## src/rtl/mips_fetch_pkg.sv

```systemverilog
// Shared constants for the MIPS fetch stage: default vectors, the nop word,
// the $k0/$k1 save-select encoding and the next-PC source enumeration.
package mips_fetch_pkg;

  localparam logic [31:0] RESET_VEC_DEF = 32'h8000_0000;
  localparam logic [31:0] IRQ_VEC_DEF   = 32'h8000_0004;
  localparam logic [31:0] EXC_VEC_DEF   = 32'h8000_0008;
  localparam logic [31:0] NOP_WORD      = 32'h0000_0000;

  localparam logic XP_K0 = 1'b0;
  localparam logic XP_K1 = 1'b1;

  typedef enum logic [2:0] {
    NPC_SEQ,
    NPC_HOLD,
    NPC_JUMP,
    NPC_REDIR,
    NPC_IRQ,
    NPC_EXC
  } npc_sel_e;

  // Sequential successor: the mode bit is carried through untouched and the
  // low 31 bits wrap on their own.
  function automatic logic [31:0] pc_plus4(input logic [31:0] pc);
    pc_plus4 = {pc[31], pc[30:0] + 31'd4};
  endfunction

  // The kernel bit never reaches the instruction memory.
  function automatic logic [31:0] strip_mode(input logic [31:0] pc);
    strip_mode = {1'b0, pc[30:0]};
  endfunction

endpackage

```

## src/rtl/if_id_reg.sv

```systemverilog
// IF/ID pipeline register. Flush beats hold beats load; with none of them
// asserted the register keeps its contents.
module if_id_reg
  import mips_fetch_pkg::*;
(
  input  logic        clk,
  input  logic        rst_n,
  input  logic        flush_i,
  input  logic        hold_i,
  input  logic        load_i,
  input  logic [31:0] instr_i,
  input  logic [31:0] pc4_i,
  output logic [31:0] instr_o,
  output logic [31:0] pc4_o,
  output logic        valid_o
);

  logic [31:0] instr_q, instr_d;
  logic [31:0] pc4_q, pc4_d;
  logic        valid_q, valid_d;

  // Next contents of the stage register.
  always_comb begin
    instr_d = instr_q;
    pc4_d   = pc4_q;
    valid_d = valid_q;
    if (flush_i) begin
      instr_d = NOP_WORD;
      pc4_d   = 32'h0;
      valid_d = 1'b0;
    end else if (hold_i) begin
      instr_d = instr_q;
      pc4_d   = pc4_q;
      valid_d = valid_q;
    end else if (load_i) begin
      instr_d = instr_i;
      pc4_d   = pc4_i;
      valid_d = 1'b1;
    end
  end

  // Stage register with asynchronous clear to an invalid nop.
  always_ff @(posedge clk or negedge rst_n) begin
    if (!rst_n) begin
      instr_q <= NOP_WORD;
      pc4_q   <= 32'h0;
      valid_q <= 1'b0;
    end else begin
      instr_q <= instr_d;
      pc4_q   <= pc4_d;
      valid_q <= valid_d;
    end
  end

  assign instr_o = instr_q;
  assign pc4_o   = pc4_q;
  assign valid_o = valid_q;

endmodule

```

## src/rtl/instruction_fetch.sv

```systemverilog
// MIPS fetch stage: PC register, next-PC selection and the IF/ID register.
// Optional interrupt entry is compiled in with `define FETCH_IRQ_EN; without
// it irq is ignored, xp_sel is tied to $k1 and xp_we only fires on id_exc.
module instruction_fetch
  import mips_fetch_pkg::*;
#(
  parameter logic [31:0] RESET_VEC = RESET_VEC_DEF,
  parameter logic [31:0] IRQ_VEC   = IRQ_VEC_DEF,
  parameter logic [31:0] EXC_VEC   = EXC_VEC_DEF
) (
  input  logic        clk,
  input  logic        reset,
  input  logic        stall,
  input  logic        id_jump,
  input  logic [31:0] id_jump_target,
  input  logic        ex_redirect,
  input  logic [31:0] ex_target,
  input  logic        id_exc,
  input  logic        irq,
  output logic [31:0] imem_addr,
  input  logic [31:0] imem_data,
  output logic [31:0] if_id_instr,
  output logic [31:0] if_id_pc4,
  output logic        if_id_valid,
  output logic        xp_we,
  output logic        xp_sel,
  output logic [31:0] xp_data
);

  logic [31:0] pc_q, pc_d;
  logic [31:0] pc4;
  npc_sel_e    npc_sel;
  logic        xp_we_c;
  logic        xp_sel_c;
  logic [31:0] xp_data_c;
  logic        ifid_flush, ifid_hold, ifid_load;

  assign pc4       = pc_plus4(pc_q);
  assign imem_addr = strip_mode(pc_q);

`ifdef FETCH_IRQ_EN
  // An interrupt is only taken in user mode and when nothing else is moving
  // the PC; otherwise it waits on the (level) line.
  logic irq_take;
  assign irq_take = irq & ~pc_q[31] & ~stall & ~id_jump & ~ex_redirect & ~id_exc;
`else
  logic unused_irq_path;
  assign unused_irq_path = ^{irq, IRQ_VEC};
`endif

  // Next-PC priority chain and return-address save request.
  always_comb begin
    pc_d      = pc_q;
    npc_sel   = NPC_SEQ;
    xp_we_c   = 1'b0;
    xp_sel_c  = XP_K1;
    xp_data_c = 32'h0;
    if (id_exc) begin
      npc_sel   = NPC_EXC;
      pc_d      = EXC_VEC;
      xp_we_c   = 1'b1;
      xp_sel_c  = XP_K1;
      xp_data_c = if_id_pc4;
    end else if (ex_redirect) begin
      npc_sel = NPC_REDIR;
      pc_d    = ex_target;
`ifdef FETCH_IRQ_EN
    end else if (irq_take) begin
      npc_sel   = NPC_IRQ;
      pc_d      = IRQ_VEC;
      xp_we_c   = 1'b1;
      xp_sel_c  = XP_K0;
      xp_data_c = pc_q;
`endif
    end else if (stall) begin
      npc_sel = NPC_HOLD;
      pc_d    = pc_q;
    end else if (id_jump) begin
      npc_sel = NPC_JUMP;
      pc_d    = id_jump_target;
    end else begin
      npc_sel = NPC_SEQ;
      pc_d    = pc4;
    end
  end

  // The save port is forced quiet while reset is held.
  always_comb begin
    xp_we   = reset & xp_we_c;
    xp_data = reset ? xp_data_c : 32'h0;
`ifdef FETCH_IRQ_EN
    xp_sel  = reset & xp_sel_c;
`else
    xp_sel  = XP_K1;
`endif
  end

  assign ifid_flush = (npc_sel == NPC_EXC) || (npc_sel == NPC_REDIR) ||
                      (npc_sel == NPC_IRQ) || (npc_sel == NPC_JUMP);
  assign ifid_hold  = (npc_sel == NPC_HOLD);
  assign ifid_load  = (npc_sel == NPC_SEQ);

  // PC register.
  always_ff @(posedge clk or negedge reset) begin
    if (!reset) pc_q <= RESET_VEC;
    else        pc_q <= pc_d;
  end

  if_id_reg u_if_id (
    .clk    (clk),
    .rst_n  (reset),
    .flush_i(ifid_flush),
    .hold_i (ifid_hold),
    .load_i (ifid_load),
    .instr_i(imem_data),
    .pc4_i  (pc4),
    .instr_o(if_id_instr),
    .pc4_o  (if_id_pc4),
    .valid_o(if_id_valid)
  );

endmodule

```

## config.mk

```make
export PLATFORM = sky130hd
export DESIGN_NAME = instruction_fetch
export DESIGN_NICKNAME = d
export VERILOG_FILES = /design/src/rtl/mips_fetch_pkg.sv /design/src/rtl/if_id_reg.sv /design/src/rtl/instruction_fetch.sv
export SDC_FILE = /design/constraint.sdc
export NUM_CORES = 1
export LEC_CHECK = 0
export BUFFER_PORTS_ARGS = -buffer_cell sky130_fd_sc_hd__buf_2
export CORE_UTILIZATION = 43
export DETAILED_ROUTE_END_ITERATION = 8
export GPL_ROUTABILITY_DRIVEN = 0
export PLACE_DENSITY = 0.77
export REMOVE_ABC_BUFFERS = 1
export SYNTH_ARGS = -nofsm -noshare
export SYNTH_HDL_FRONTEND = slang
export SYNTH_SLANG_ARGS = --single-unit
```

## constraint.sdc

```tcl
create_clock -name clk -period 1.9 [get_ports clk]
set_clock_uncertainty 0.1 [all_clocks]
set_input_delay 0.19 -clock clk [delete_from_list [all_inputs] [get_ports clk]]
set_output_delay 0.19 -clock clk [all_outputs]
set_load 0.02 [all_outputs]
```

==> metrics.txt, run 1 <==
die area=0.0123 mm²; crit path from=pc_q[10]; Synth Cell Area=0.00511 mm²; Routed Antenna Nets=0; Slew HR=0.657; DP Worst Slack=-0.0429 ns; Util after Layout=0.660; Yosys warnings=0; Syn-to-layout area delta=48.9%; TNS Setup=-0.0423 ns; Reg2Reg Depth=5; outcome=complete, but fails checks; r2r setup slk=-0.04 ns; CTS Buf Count=9; # rows=39; Yosys reg bits=97; # diodes=0; HP Start=ex_target[1]; clk buf depth=2; GRT Overall Usage=0.287; Worst Setup Path Type=flip-flop to flip-flop; VDD IR-drop max=0.000377 V; most frequent cells in the layout=buf_2, dfrtp_1, buf_4, a22o_1, o21ai_0; Worst-path clk slew=0.07 ns; Final Routed Wirelength=17300 µm; # DRC=36; Die H=111 µm; P_leak=4.12 nW; Initial Util=0.444; PwrDens=719 mW/mm²; PortBufs=230; Netlist cell types=42; Seq/Total Area, Yosys=0.476; core area=0.0115 mm²; via/cell ratio=5.58; Crit Reg-Reg Endpoint=pc_q[29]; R2R Path Start=pc_q[10]; Crit Path Max Fanout=3; max-slew violations=0; crit end category=flip-flop; Initial DRC Count=338; die width=111 µm; antenna violations before repair=0; Fillers=924; Vias=5558; final period utilization=1.02; Pre-antenna DRT Iters=6; average size of a mapped cell=9.37 µm²; commonest non-fill, non-tap cell in the layout=buf_2; CTS tree=yes; vias in the first global route=5588; Clock Latency Late Sink=0.35 ns; CP startpoint kind=flip-flop; Fmax=515 MHz; CTS HTree Levels=3; Fin. Hold Viols=0; wire per inst=17.4 µm; final setup margin=-0.0423 ns; hpwl dp=12100 µm; WP data arrival=2.08 ns; worst hold path class=primary input to flip-flop; WP data required=2.04 ns; failing checks=design-rule violations, negative setup slack; Congestion Overflow GR=0; Slew @ Worst Pin=0.513 ns; RSZ-0062 raised after global routing=yes; final setup vio count=1; Sink Count=97; layout cell share with drive strength beyond 1=0.388; Worst setup endpoint=pc_q[29]; largest net degree at the start of global routing=47; Clk Tree Root Cell=clkbuf_16; first-pass GRT wire length=27800 µm; max-cap viol count=0; post-layout minimum cycle time=1.94 ns; Design Power=0.00547 W; Boundary Pins=234; cell count after synthesis=545; layout net count=952
## power by group
group | switching [W] | internal, W
registers | 0.0000631 | 0.00216
logic | 0.000628 | 0.000489
clock network | 0.000801 | 0.00133
## layout make-up
| cell class | instances | area, µm² | area share |
|---|---|---|---|
| inverters | 11 | 41.3 | 0.00543 |
| clock buffers | 10 | 239 | 0.0314 |
| clock inverters | 6 | 113 | 0.0148 |
| flip-flops and latches | 97 | 2430 | 0.319 |
| repair buffers | 340 | 2130 | 0.280 |
| well taps | 143 | 179 | 0.0235 |
| multi-input cells | 389 | 2470 | 0.325 |
## flip-flops by register name, indices dropped and copies added, names as in the netlist
signal           flops
u_if_id.instr_o     32
pc_q                32
u_if_id.valid_o      1
u_if_id.pc4_o       32
## worst min-delay path by stage
stage                    end  depth (start not counted)
finish               pc_q[1]                          3
global route        pc_q[31]                          3
CTS                 pc_q[31]                          3
floorplan            pc_q[0]                          0
global placement    pc_q[12]                          1
detailed placement  pc_q[12]                          1
## worst max-delay path, stage by stage, from the launching register on
cell and delay, ns:
dfrtp_1 0.37, nand3_2 0.12, nor4_4 0.33, or4b_4 0.53, a21o_1 0.17, a22o_1 0.21
## layer usage
| metal | wire [µm] | up-vias | GRT usage |
|---|---|---|---|
| li1 | - | 2586 | - |
| met1 | 7220 | 2710 | 0.354 |
| met2 | 8620 | 226 | 0.491 |
| met3 | 928 | 36 | 0.0399 |
| met4 | 538 | 0 | 0.147 |
| met5 | 0 | - | 0 |
## per-stage QoR
step	instances	area (µm²)	hold slack, ns
after floorplan	497	4900	-0.206
after global placement	938	6800	-0.0294
after detailed placement	938	6800	-0.0291
after CTS	997	7590	0.00549
after global routing	996	7600	0.0337
final	996	7600	0.0139
## kinds of logic (layout without fill, tap and decap cells)
| family | Yosys count | count (layout) | synth area share |
|---|---|---|---|
| AO/OA/AOI/OAI | 179 | 179 | 0.241 |
| AND/OR/NAND/NOR | 175 | 175 | 0.174 |
| flip-flops | 97 | 97 | 0.476 |
| buffers and inverters | 59 | 367 | 0.0488 |
| XOR/XNOR | 27 | 27 | 0.0463 |
| multiplexers | 5 | 5 | 0.00980 |
| other | 2 | 2 | 0.00147 |
| adder cells (fa/ha/maj) | 1 | 1 | 0.00245 |
## synthesized netlist by cell type
cell / number / area, µm²
o211a_1: 1 / 10.0
o2bb2ai_1: 5 / 43.8
buf_4: 5 / 37.5
or3_1: 1 / 6.26
nand2b_1: 1 / 6.26
a22oi_1: 3 / 22.5
clkbuf_1: 33 / 124
a21oi_1: 12 / 60.1
a21o_1: 17 / 128
conb_1: 2 / 7.51
dfstp_2: 1 / 26.3
or2_1: 1 / 6.26
and2_1: 3 / 18.8
ha_1: 1 / 12.5
nor4_1: 3 / 18.8
o211ai_1: 2 / 15.0
and4_1: 3 / 26.3
nand3_2: 1 / 10.0
dfrtp_1: 96 / 2400
a22o_2: 1 / 10.0
nand4_1: 9 / 56.3
nor2b_1: 1 / 6.26
buf_2: 7 / 35.0
nor4_4: 1 / 21.3
mux2i_1: 5 / 50.1
nand2_1: 44 / 165
and4_2: 1 / 10.0
nor3_1: 5 / 25.0
or4b_4: 1 / 13.8
inv_1: 11 / 41.3
o31ai_1: 7 / 52.6
nor2_1: 43 / 161
buf_1: 3 / 11.3
and3_1: 39 / 244
xnor2_1: 13 / 114
nand3_1: 17 / 85.1
o41ai_1: 1 / 8.76
xor2_1: 14 / 123
nor3_2: 1 / 10.0
o21ai_0: 53 / 265
a22o_1: 54 / 473
o22ai_1: 23 / 144
## repair_timing
action,CTS,global route
setup endpoints to repair,8,33
pin swaps,2,4
endpoints found under the hold margin,81,0
hold buffers,41,0
setup buffers,2,1
resized for setup,2,8
(Power assumes the default switching activity.)
==> run 2, diff against run 1 <==
==> constraint.sdc (replaced) <==
create_clock -name clk -period 1.9 [get_ports clk]
set_clock_uncertainty 0.1 [all_clocks]
set_input_delay 0.38 -clock clk [delete_from_list [all_inputs] [get_ports clk]]
set_output_delay 0.38 -clock clk [all_outputs]
set_load 0.02 [all_outputs]
==> metrics.txt, run 2 (synthesized netlist as in run 1, its figures left out) <==
worst-case hold slack=0.0366 ns (+0.0227 ns); max-slew violations=0 (unchanged); crit-path cells=and4_1 > nand4_1 > or4b_4 > a21o_1 > a22o_1; PortBufs=230 (unchanged); worst hold path class=primary input to async pin; layout net count=919 (-3.5%); first-pass GRT wire length=26500 µm (-4.5%); die area=0.0123 mm² (unchanged); CTS tree=yes; WP data required=2.03 ns (about the same); GRT Overall Usage=0.273 (-0.0133); Clk Tree Root Cell=clkbuf_16; Congestion Overflow GR=0 (unchanged); P_leak=4.03 nW (-2.2%); Boundary Pins=234 (unchanged); slowest stage delay, CP=0.58 ns (+0.05 ns); vias in the first global route=5253 (-6.0%); WP data arrival=2.09 ns (about the same); Final Routed Wirelength=16600 µm (-4.1%); Crit-path slowest cell=or4b_4; commonest non-fill, non-tap cell in the layout=buf_2; largest net degree at the start of global routing=30 (-36%); r2r setup slk=-0.06 ns (-0.02 ns); die width=111 µm (unchanged); Pre-antenna DRT Iters=7 (+1); outcome=complete, but fails checks; Clock Latency Late Sink=0.34 ns (about the same); CTS HTree Levels=3 (unchanged); CP startpoint kind=flip-flop; delay-heaviest family, CP=simple AND/OR/NAND/NOR gates; RSZ-0062 raised after global routing=yes; # DRC=36 (unchanged); Buf/Inv on CP=0 (unchanged); most frequent cells in the layout=buf_2, dfrtp_1, buf_4, a22o_1, o21ai_0; Vias=5391 (-3.0%); final setup vio count=2 (+1); Post-Layout Cell Count=963 (-3.3%); VDD IR-drop max=0.000525 V (+39%); Initial DRC Count=380 (+12%); crit end category=flip-flop; Routed Antenna Nets=0 (unchanged); PwrDens=683 mW/mm² (-5.0%); global route hottest layer=met2; core area=0.0115 mm² (unchanged); Fillers=972 (+5.2%); final setup margin=-0.0603 ns (-0.0180 ns); antenna violations before repair=0 (unchanged); Syn-to-layout area delta=45.1%; Worst Setup Path Type=flip-flop to flip-flop; Crit Path Max Fanout=3 (unchanged); CTS Buf Count=9 (unchanged); clk buf depth=2 (unchanged); Die H=111 µm (unchanged); met1 global-route usage=0.357 (+0.00351); GR Util met2=0.465 (-0.0256); # diodes=0 (unchanged); via/cell ratio=5.60 (+0.32%); Fin. Hold Viols=0 (unchanged); Inst Count DP=939 (+0.11%); Initial Util=0.444 (unchanged); final period utilization=1.03 (+0.00948); post-layout minimum cycle time=1.96 ns (+0.0180 ns); layout cell share with drive strength beyond 1=0.423 (+0.0351); # rows=39 (unchanged); wire per inst=17.2 µm (-0.85%); hpwl dp=12000 µm (-0.82%); max-cap viol count=0 (unchanged); met3 GRT Util=0.0372 (-0.00273); Fmax=510 MHz (-0.92%); Worst-path clk slew=0.07 ns (about the same); failing checks=design-rule violations, negative setup slack; Sink Count=97 (unchanged)
[run 2: cell count changes in the layout (fill, tap and decap cells not counted), moves of 4 or more]
cell and change:
dlygate4sd3_1 -40, buf_12 +11, buf_4 -7, o21ai_0 -6, nand3_1 -4, o21ai_1 +4
[run 2: per-stage QoR]
step / setup WS (ns) / setup TNS [ns] / utilization / total power [W] / instance area [µm²]
detailed placement: -0.109 / -0.259 / 0.601 / 0.00331 / 6920
finish: -0.0603 / -0.0811 / 0.643 / 0.00506 / 7410
CTS: -0.0532 / -0.0532 / 0.630 / 0.00506 / 7260
global placement: -0.0259 / -0.0429 / 0.601 / 0.00328 / 6920
floorplan: -0.721 / -48.51 / - / 0.00274 / 4900
global route: -0.139 / -0.854 / 0.643 / 0.00526 / 7410
[run 2: layer usage]
metal | part of all wire | vias up
met4 | 0.016 | 0
li1 | - | 2520
met3 | 0.061 | 18
met1 | 0.42 | 2630
met5 | 0 | -
met2 | 0.50 | 223
[run 2: what timing repair did]
item                                    4_1_cts  5_1_grt
setup buffers                                 2        4
endpoints found under the hold margin        48       23
endpoints found under the setup margin        8       42
pin swaps                                     2       21
hold buffers                                  2        1
resized for setup                             4       29
[run 2: worst min-delay path: cells and delay by family]
family | cells | cell delay, ns
buf+inv | 3 | 0.45
[run 2: final timing paths]
kind,from,endpoint,depth (start not counted)
min,reset,pc_q[8],3
min reg2reg,u_if_id.valid_o,u_if_id.valid_o,2
max reg2reg,pc_q[23],pc_q[29],5
max in group asynchronous,reset,pc_q[18],3
max,pc_q[23],pc_q[29],5
min in group clk,imem_data[22],u_if_id.instr_o[22],2
[run 2: layout make-up]
| cell class | count | area (µm²) | share of cell area |
|---|---|---|---|
| inverters | 11 | 41.3 | 0.00557 |
| repair buffers | 307 | 1930 | 0.261 |
| flip-flops and latches | 97 | 2430 | 0.328 |
| well taps | 143 | 179 | 0.0242 |
| multi-input cells | 389 | 2550 | 0.344 |
| clock buffers | 10 | 229 | 0.0309 |
| clock inverters | 6 | 52.6 | 0.00709 |
[run 2: report_power, final]
| group | internal, W | leakage [nW] | switching (W) |
|---|---|---|---|
| Sequential | 0.00216 | 1.31 | 0.0000648 |
| Combinational | 0.000470 | 2.59 | 0.000622 |
| Clock | 0.000908 | 0.131 | 0.000834 |
